===== src/rtl/miter_seq_ctrl.sv =====
// miter_seq_ctrl: stimulus/compare sequencer for bounded equivalence checking
// of a golden (A) and a revised (B) netlist that share one input bus.
// Sequence per run: FLUSH (all-zero input) -> RUN (one vector per cycle) ->
// DRAIN (all-zero input while the last vectors reach the outputs) -> DONE.
// OUT_A/OUT_B are compared LAT cycles after each vector is driven; the first
// difference is captured and ends the run early.
// Build option: define MITER_LFSR_EN to take vectors from a 16-bit Fibonacci
// LFSR (taps 16,14,13,11, seed 16'hACE1) instead of the binary vector index.
module miter_seq_ctrl #(
    parameter int IN_W      = 2,
    parameter int OUT_W     = 4,
    parameter int LAT       = 1,
    parameter int FLUSH_CYC = 2,
    parameter int NUM_VEC   = 4,
    parameter int CNT_W     = 8
) (
    input  logic             CLK,
    input  logic             RST_N,
    input  logic             START,
    output logic [IN_W-1:0]  DUT_IN,
    input  logic [OUT_W-1:0] OUT_A,
    input  logic [OUT_W-1:0] OUT_B,
    output logic             BUSY,
    output logic             DONE,
    output logic             MISMATCH,
    output logic [CNT_W-1:0] FAIL_VEC,
    output logic [OUT_W-1:0] FAIL_DIFF
);

    localparam logic [2:0] S_IDLE  = 3'd0;
    localparam logic [2:0] S_FLUSH = 3'd1;
    localparam logic [2:0] S_RUN   = 3'd2;
    localparam logic [2:0] S_DRAIN = 3'd3;
    localparam logic [2:0] S_DONE  = 3'd4;

    // One phase counter serves both FLUSH and DRAIN, so size it for the longer.
    localparam int              PH_MAX     = (FLUSH_CYC > LAT) ? FLUSH_CYC : LAT;
    localparam int              PH_W       = (PH_MAX < 2) ? 1 : $clog2(PH_MAX);
    localparam logic [PH_W-1:0] FLUSH_LAST = PH_W'(FLUSH_CYC - 1);
    localparam logic [PH_W-1:0] DRAIN_LAST = PH_W'(LAT - 1);
    localparam logic [CNT_W-1:0] K_LAST    = CNT_W'(NUM_VEC - 1);

    logic [2:0]       state_q, state_d;
    logic [PH_W-1:0]  ph_q, ph_d;
    logic [CNT_W-1:0] k_q, k_d;
    logic [IN_W-1:0]  dut_in_q, dut_in_d;
    logic             busy_q, busy_d;
    logic             done_q, done_d;
    logic             mismatch_q, mismatch_d;
    logic [CNT_W-1:0] fail_vec_q, fail_vec_d;
    logic [OUT_W-1:0] fail_diff_q, fail_diff_d;

    // Tag (valid, k) of the vector whose response is on OUT_A/OUT_B this cycle.
    logic             cmp_v;
    logic [CNT_W-1:0] cmp_k;

`ifdef MITER_LFSR_EN
    localparam logic [15:0] LFSR_SEED = 16'hACE1;

    logic [15:0] lfsr_q, lfsr_d, lfsr_src;

    function automatic logic [15:0] lfsr_step(input logic [15:0] s);
        return {s[0] ^ s[2] ^ s[3] ^ s[5], s[15:1]};
    endfunction
`endif

    generate
        if (LAT == 0) begin : g_no_pipe
            // Combinational pair: the response belongs to the vector driven now.
            assign cmp_v = (state_q == S_RUN);
            assign cmp_k = k_q;
        end else begin : g_pipe
            logic [LAT-1:0]   v_q, v_d;
            logic [CNT_W-1:0] kp_q [LAT];
            logic [CNT_W-1:0] kp_d [LAT];
            logic             pipe_clr;

            // Stale tags must not leak into the next run, so empty the pipe
            // whenever the sequencer leaves the busy states.
            assign pipe_clr = (state_d == S_IDLE) || (state_d == S_DONE);

            // Shift the tag of the vector on DUT_IN one stage per cycle.
            always_comb begin
                v_d  = v_q;
                kp_d = kp_q;
                if (pipe_clr) begin
                    v_d = '0;
                end else begin
                    v_d[0]  = (state_q == S_RUN);
                    kp_d[0] = k_q;
                    for (int i = 1; i < LAT; i++) begin
                        v_d[i]  = v_q[i-1];
                        kp_d[i] = kp_q[i-1];
                    end
                end
            end

            // Tag pipeline registers.
            // NOTE: the pipe is a handful of flops, not a RAM, so it is reset
            // with everything else; only true memories are left unreset.
            always_ff @(posedge CLK or negedge RST_N) begin
                if (!RST_N) begin
                    v_q <= '0;
                    for (int i = 0; i < LAT; i++) begin
                        kp_q[i] <= '0;
                    end
                end else begin
                    v_q  <= v_d;
                    kp_q <= kp_d;
                end
            end

            assign cmp_v = v_q[LAT-1];
            assign cmp_k = kp_q[LAT-1];
        end
    endgenerate

    // Next-state, compare and output-register logic.
    // NOTE: every variable gets a default first so no path leaves one
    // unassigned, which would otherwise infer a latch.
    always_comb begin
        state_d     = state_q;
        ph_d        = ph_q;
        k_d         = k_q;
        mismatch_d  = mismatch_q;
        fail_vec_d  = fail_vec_q;
        fail_diff_d = fail_diff_q;

        case (state_q)
            S_IDLE, S_DONE: begin
                if (START) begin
                    mismatch_d  = 1'b0;
                    fail_vec_d  = '0;
                    fail_diff_d = '0;
                    ph_d        = '0;
                    k_d         = '0;
                    if (FLUSH_CYC == 0) state_d = S_RUN;
                    else                state_d = S_FLUSH;
                end
            end
            S_FLUSH: begin
                if (ph_q == FLUSH_LAST) begin
                    state_d = S_RUN;
                    ph_d    = '0;
                    k_d     = '0;
                end else begin
                    ph_d = ph_q + PH_W'(1);
                end
            end
            S_RUN: begin
                // Stop on the terminal count; k never wraps.
                if (k_q == K_LAST) begin
                    ph_d = '0;
                    if (LAT == 0) state_d = S_DONE;
                    else          state_d = S_DRAIN;
                end else begin
                    k_d = k_q + CNT_W'(1);
                end
            end
            S_DRAIN: begin
                if (ph_q == DRAIN_LAST) state_d = S_DONE;
                else                    ph_d    = ph_q + PH_W'(1);
            end
            default: state_d = S_IDLE;
        endcase

        // The first difference ends the run; leaving the busy states also
        // discards any compares still in flight.
        if (busy_q && cmp_v && (OUT_A != OUT_B)) begin
            mismatch_d  = 1'b1;
            fail_vec_d  = cmp_k;
            fail_diff_d = OUT_A ^ OUT_B;
            state_d     = S_DONE;
        end

        busy_d = (state_d == S_FLUSH) || (state_d == S_RUN) || (state_d == S_DRAIN);
        done_d = (state_d == S_DONE);

`ifdef MITER_LFSR_EN
        // Outside a run the LFSR sits at the seed, so a run starts from it
        // whether or not a FLUSH phase precedes the first vector.
        lfsr_src = ((state_q == S_IDLE) || (state_q == S_DONE)) ? LFSR_SEED : lfsr_q;
        lfsr_d   = lfsr_src;
        dut_in_d = '0;
        if (state_d == S_RUN) begin
            dut_in_d = IN_W'(lfsr_src);
            lfsr_d   = lfsr_step(lfsr_src);
        end
`else
        dut_in_d = (state_d == S_RUN) ? IN_W'(k_d) : '0;
`endif
    end

    // State and output registers.
    // NOTE: sequential state uses non-blocking assignments so every flop
    // samples the pre-edge value of every other flop.
    always_ff @(posedge CLK or negedge RST_N) begin
        if (!RST_N) begin
            state_q     <= S_IDLE;
            ph_q        <= '0;
            k_q         <= '0;
            dut_in_q    <= '0;
            busy_q      <= 1'b0;
            done_q      <= 1'b0;
            mismatch_q  <= 1'b0;
            fail_vec_q  <= '0;
            fail_diff_q <= '0;
        end else begin
            state_q     <= state_d;
            ph_q        <= ph_d;
            k_q         <= k_d;
            dut_in_q    <= dut_in_d;
            busy_q      <= busy_d;
            done_q      <= done_d;
            mismatch_q  <= mismatch_d;
            fail_vec_q  <= fail_vec_d;
            fail_diff_q <= fail_diff_d;
        end
    end

`ifdef MITER_LFSR_EN
    // Vector-source LFSR register.
    always_ff @(posedge CLK or negedge RST_N) begin
        if (!RST_N) lfsr_q <= LFSR_SEED;
        else        lfsr_q <= lfsr_d;
    end
`endif

    assign DUT_IN    = dut_in_q;
    assign BUSY      = busy_q;
    assign DONE      = done_q;
    assign MISMATCH  = mismatch_q;
    assign FAIL_VEC  = fail_vec_q;
    assign FAIL_DIFF = fail_diff_q;

endmodule


===== config.mk =====
export PLATFORM = sky130hd
export DESIGN_NAME = miter_seq_ctrl
export DESIGN_NICKNAME = d
export VERILOG_FILES = /design/src/rtl/miter_seq_ctrl.sv
export SDC_FILE = /design/constraint.sdc
export NUM_CORES = 1
export LEC_CHECK = 0
export ABC_AREA = 1
export CORE_MARGIN = 2
export CORE_UTILIZATION = 53
export DETAILED_ROUTE_END_ITERATION = 12
export GPL_ROUTABILITY_DRIVEN = 0
export PLACE_DENSITY = 0.85
export SYNTH_ARGS = -nofsm -noshare
export SYNTH_HDL_FRONTEND = slang
export SYNTH_SLANG_ARGS = --single-unit

===== constraint.sdc =====
create_clock -name CLK -period 1.9 [get_ports CLK]
set_input_delay 0.38 -clock CLK [delete_from_list [all_inputs] [get_ports CLK]]
set_output_delay 0.38 -clock CLK [all_outputs]
set_load 0.05 [all_outputs]

==> impl_metrics.yaml <==
status:
  run_status: "finished, final reports clean"
pwr:
  p_sw_mw: 1.18
  p_total_mw: 2.89
  internal_power_mw: 1.71
  pwr-share-comb_pct: 39.6
  leakage_nw: 1.34
  power.sequential.fraction_pct: 36.6
  sw_frac_of_total_pct: 40.9
  total_power_density_per_cell_area_mw_per_mm2: 1270
  power.clock.fraction_pct: 23.7
  vdd_drop_max_uv: 635
sta:
  max-slew-margin-rel_pct: 66.2
  clock.fmax_mhz: 602
  min_period_ps: 1660
  slew_viol_final: 0
  totalNegativeSetupSlack_ps: 0
  finalClockSkew_ps: 6.87
  rsz0062_at_grt: "false"
  final_hold_violations: 0
  whs_ps: 44.8
  setup_viol: 0
  layout_worst_path_cycle_share_pct: 87.5
  tightest_slew_ps: 507
layout:
  multi_input_area_um2: 728
  area.sequential_um2: 951
  mostFrequentLayoutCell: "sky130_fd_sc_hd__nand2_1"
  non_filler_cell_area_final_mm2: 0.00227
  filler_cell_count: 274
  drive_above_1_share_pct: 10.2
  final_net_count: 276
  layout.core_utilization_pct: 68.5
  mostFrequentLayoutCells: "68 x sky130_fd_sc_hd__nand2_1, 40 x sky130_fd_sc_hd__nand3_1, 38 x sky130_fd_sc_hd__dfrtp_1"
  n_antenna_cell: 0
  area_growth_pct: 24.5
critical_path:
  critical_path_class: "reg2out"
  cpMaxStageDelayCell: "sky130_fd_sc_hd__dlygate4sd2_1"
  crit_fanout: 3
  crit_chain: "dlygate4sd2_1"
  worstPathBufferInverterCount: 1
  max_stage_delay_ps: 540
  worstPathArrival_ps: 1280
  critical_path.top_delay_family: "buffers and inverters"
  worst_ep_required_time_ps: 1520
  critical_path.endpoint_type: "output pin"
  cp-start-kind: "flop"
global_routing:
  number_of_antenna_violations_at_the_first_check_in_global_routing: 0
  globalRoute.totalOverflow: 0
  grt_util_all_layers_pct: 22.8
  maximum_number_of_pins_on_one_net_before_global_route_repair: 39
  global_route_wire_length_before_repair_um: 6880
  number_of_global_route_vias_before_repair: 1552
die:
  dieHeight_um: 62.6
  chipWidth_um: 62.6
  die_area_mm2: 0.00392
  io_pins: 28
  design.core.area_mm2: 0.00331
  floorplan.initialDensity_pct: 55.0
  rows: 21
placed_design:
  place.detailed.hpwl_um: 2820
  place_area_mm2: 0.00217
  port-buffer-count: 27
run:
  cap_violations: 0
yosys:
  post_synth_main_area_contributors: "sky130_fd_sc_hd__dfrtp_1 52%, sky130_fd_sc_hd__nand2_1 14%, sky130_fd_sc_hd__nand3_1 11%"
  synth_nets: 240
  postSynthCellCount: 228
  synth.distinct_cells: 21
  synth_sequential_area_ratio_pct: 52.2
  synth-seq-cells: 38
  synth.cell_area_mm2: 0.00182
  synth.largest_area_cell: "sky130_fd_sc_hd__dfrtp_1"
  synth_largest_type_area_fraction_pct: 52.2
  post_synth.cell_area_avg_um2: 7.99
  yosys_warnings: 0
clock_tree:
  htreeDepth: 2
  cts-buffers-inserted: 5
  cts_tree: "done"
  clkLatencyLatePin_ps: 350
  worst_setup_hold_path_clk_slew_ps: 120
  clock-root-buffer: "sky130_fd_sc_hd__clkbuf_4"
  cts_max_path_bufs: 2
  post_cts.repair.setup_buffers: 0
  number_of_buffers_inserted_for_hold_repair_after_clock_tree_synthesis: 0
  numClockSinks: 38
routing:
  route.antenna.remaining_nets: 0
  wl_per_cell_um: 12.5
  detailroute.via_count: 1605
  drt_drc: 0
  first_pass_detailed_route_iteration_total: 4
  drt_iter0_markers: 58
  routed_via_density: 5.16
  finalWirelength_um: 3900
min_path:
  min_path_type: "in2async"
==> state kept, by name, summed over array words and instances, names as in the netlist <==
signal,count
cmp_v,1
cmp_k,8
k_q,8
MISMATCH,1
state_q,3
BUSY,1
FAIL_VEC,8
ph_q,1
DONE,1
FAIL_DIFF,4
DUT_IN,2
==> per-layer routing <==
layer,vias up,global-route usage [%],routed length [um]
met5,-,0,0
met4,0,9.72,106
met3,14,7.39,225
met2,50,37.4,1860
met1,744,27.7,1710
li1,797,-,-
==> stage by stage <==
| stage | std cells | setup slack, ps |
|---|---|---|
| 3_5_place_dp | 303 | 23.6 |
| 5_1_grt | 311 | 174 |
| 2_1_floorplan | 228 | 487 |
| 6_report | 311 | 238 |
| 3_3_place_gp | 303 | 57.0 |
| 4_1_cts | 311 | 2.07 |
==> timing repair <==
item / CTS / global route
setup endpoints to repair: 13 / 4
gates resized for setup: 13 / 4
pin swaps: 0 / 0
==> power groups by stage <==
stage | logic [mW] | clock network, mW | registers [mW]
detailed placement | 1.18 | 0 | 1.08
global route | 1.26 | 0.735 | 1.07
floorplan | 0.586 | 0 | 1.29
global placement | 1.15 | 0 | 1.07
CTS | 1.14 | 0.695 | 1.06
finish | 1.14 | 0.685 | 1.06
==> cell usage after synthesis <==
cell and n:
sky130_fd_sc_hd__a21oi_1 3, sky130_fd_sc_hd__a21oi_2 1, sky130_fd_sc_hd__buf_2 3, sky130_fd_sc_hd__buf_6 2, sky130_fd_sc_hd__clkbuf_1 2, sky130_fd_sc_hd__dfrtp_1 38
sky130_fd_sc_hd__ha_1 1, sky130_fd_sc_hd__inv_1 24, sky130_fd_sc_hd__inv_2 2, sky130_fd_sc_hd__nand2_1 68, sky130_fd_sc_hd__nand2_2 4, sky130_fd_sc_hd__nand2_4 1
sky130_fd_sc_hd__nand3_1 40, sky130_fd_sc_hd__nand3b_1 1, sky130_fd_sc_hd__nand4_1 2, sky130_fd_sc_hd__nor2_1 20, sky130_fd_sc_hd__nor2_4 1, sky130_fd_sc_hd__nor3_1 2
sky130_fd_sc_hd__o21ai_0 8, sky130_fd_sc_hd__o221ai_1 2, sky130_fd_sc_hd__xor2_1 3
==> cells by family (layout without fill, tap and decap cells) <==
kind of cell	Yosys count	after routing	synth area share, %
compound gates	14	14	4.46
xor+xnor	3	3	1.44
fa+ha+maj	1	1	0.687
buf+inv	33	70	7.83
flops	38	38	52.2
simple gates	139	139	33.4
==> layout make-up <==
type,count,area share (%)
Sequential cell,38,41.9
Inverter,26,4.30
Clock inverter,3,3.04
Timing Repair Buffer,36,14.4
Tap cell,46,2.54
Clock buffer,5,1.66
Multi-Input combinational cell,157,32.1
==> final timing paths <==
path / depth (start not counted) / slack (ps) / from / end
max: 1 / 240 / BUSY / BUSY
min: 2 / 40 / RST_N / state_q[2]
max reg2reg: 9 / 290 / k_q[0] / cmp_k[2]
min reg2reg: 2 / 510 / FAIL_VEC[7] / FAIL_VEC[7]
max in group asynchronous: 2 / 1530 / RST_N / FAIL_DIFF[3]
min in group CLK: 2 / 510 / FAIL_VEC[7] / FAIL_VEC[7]
(Power assumes the default switching activity.)
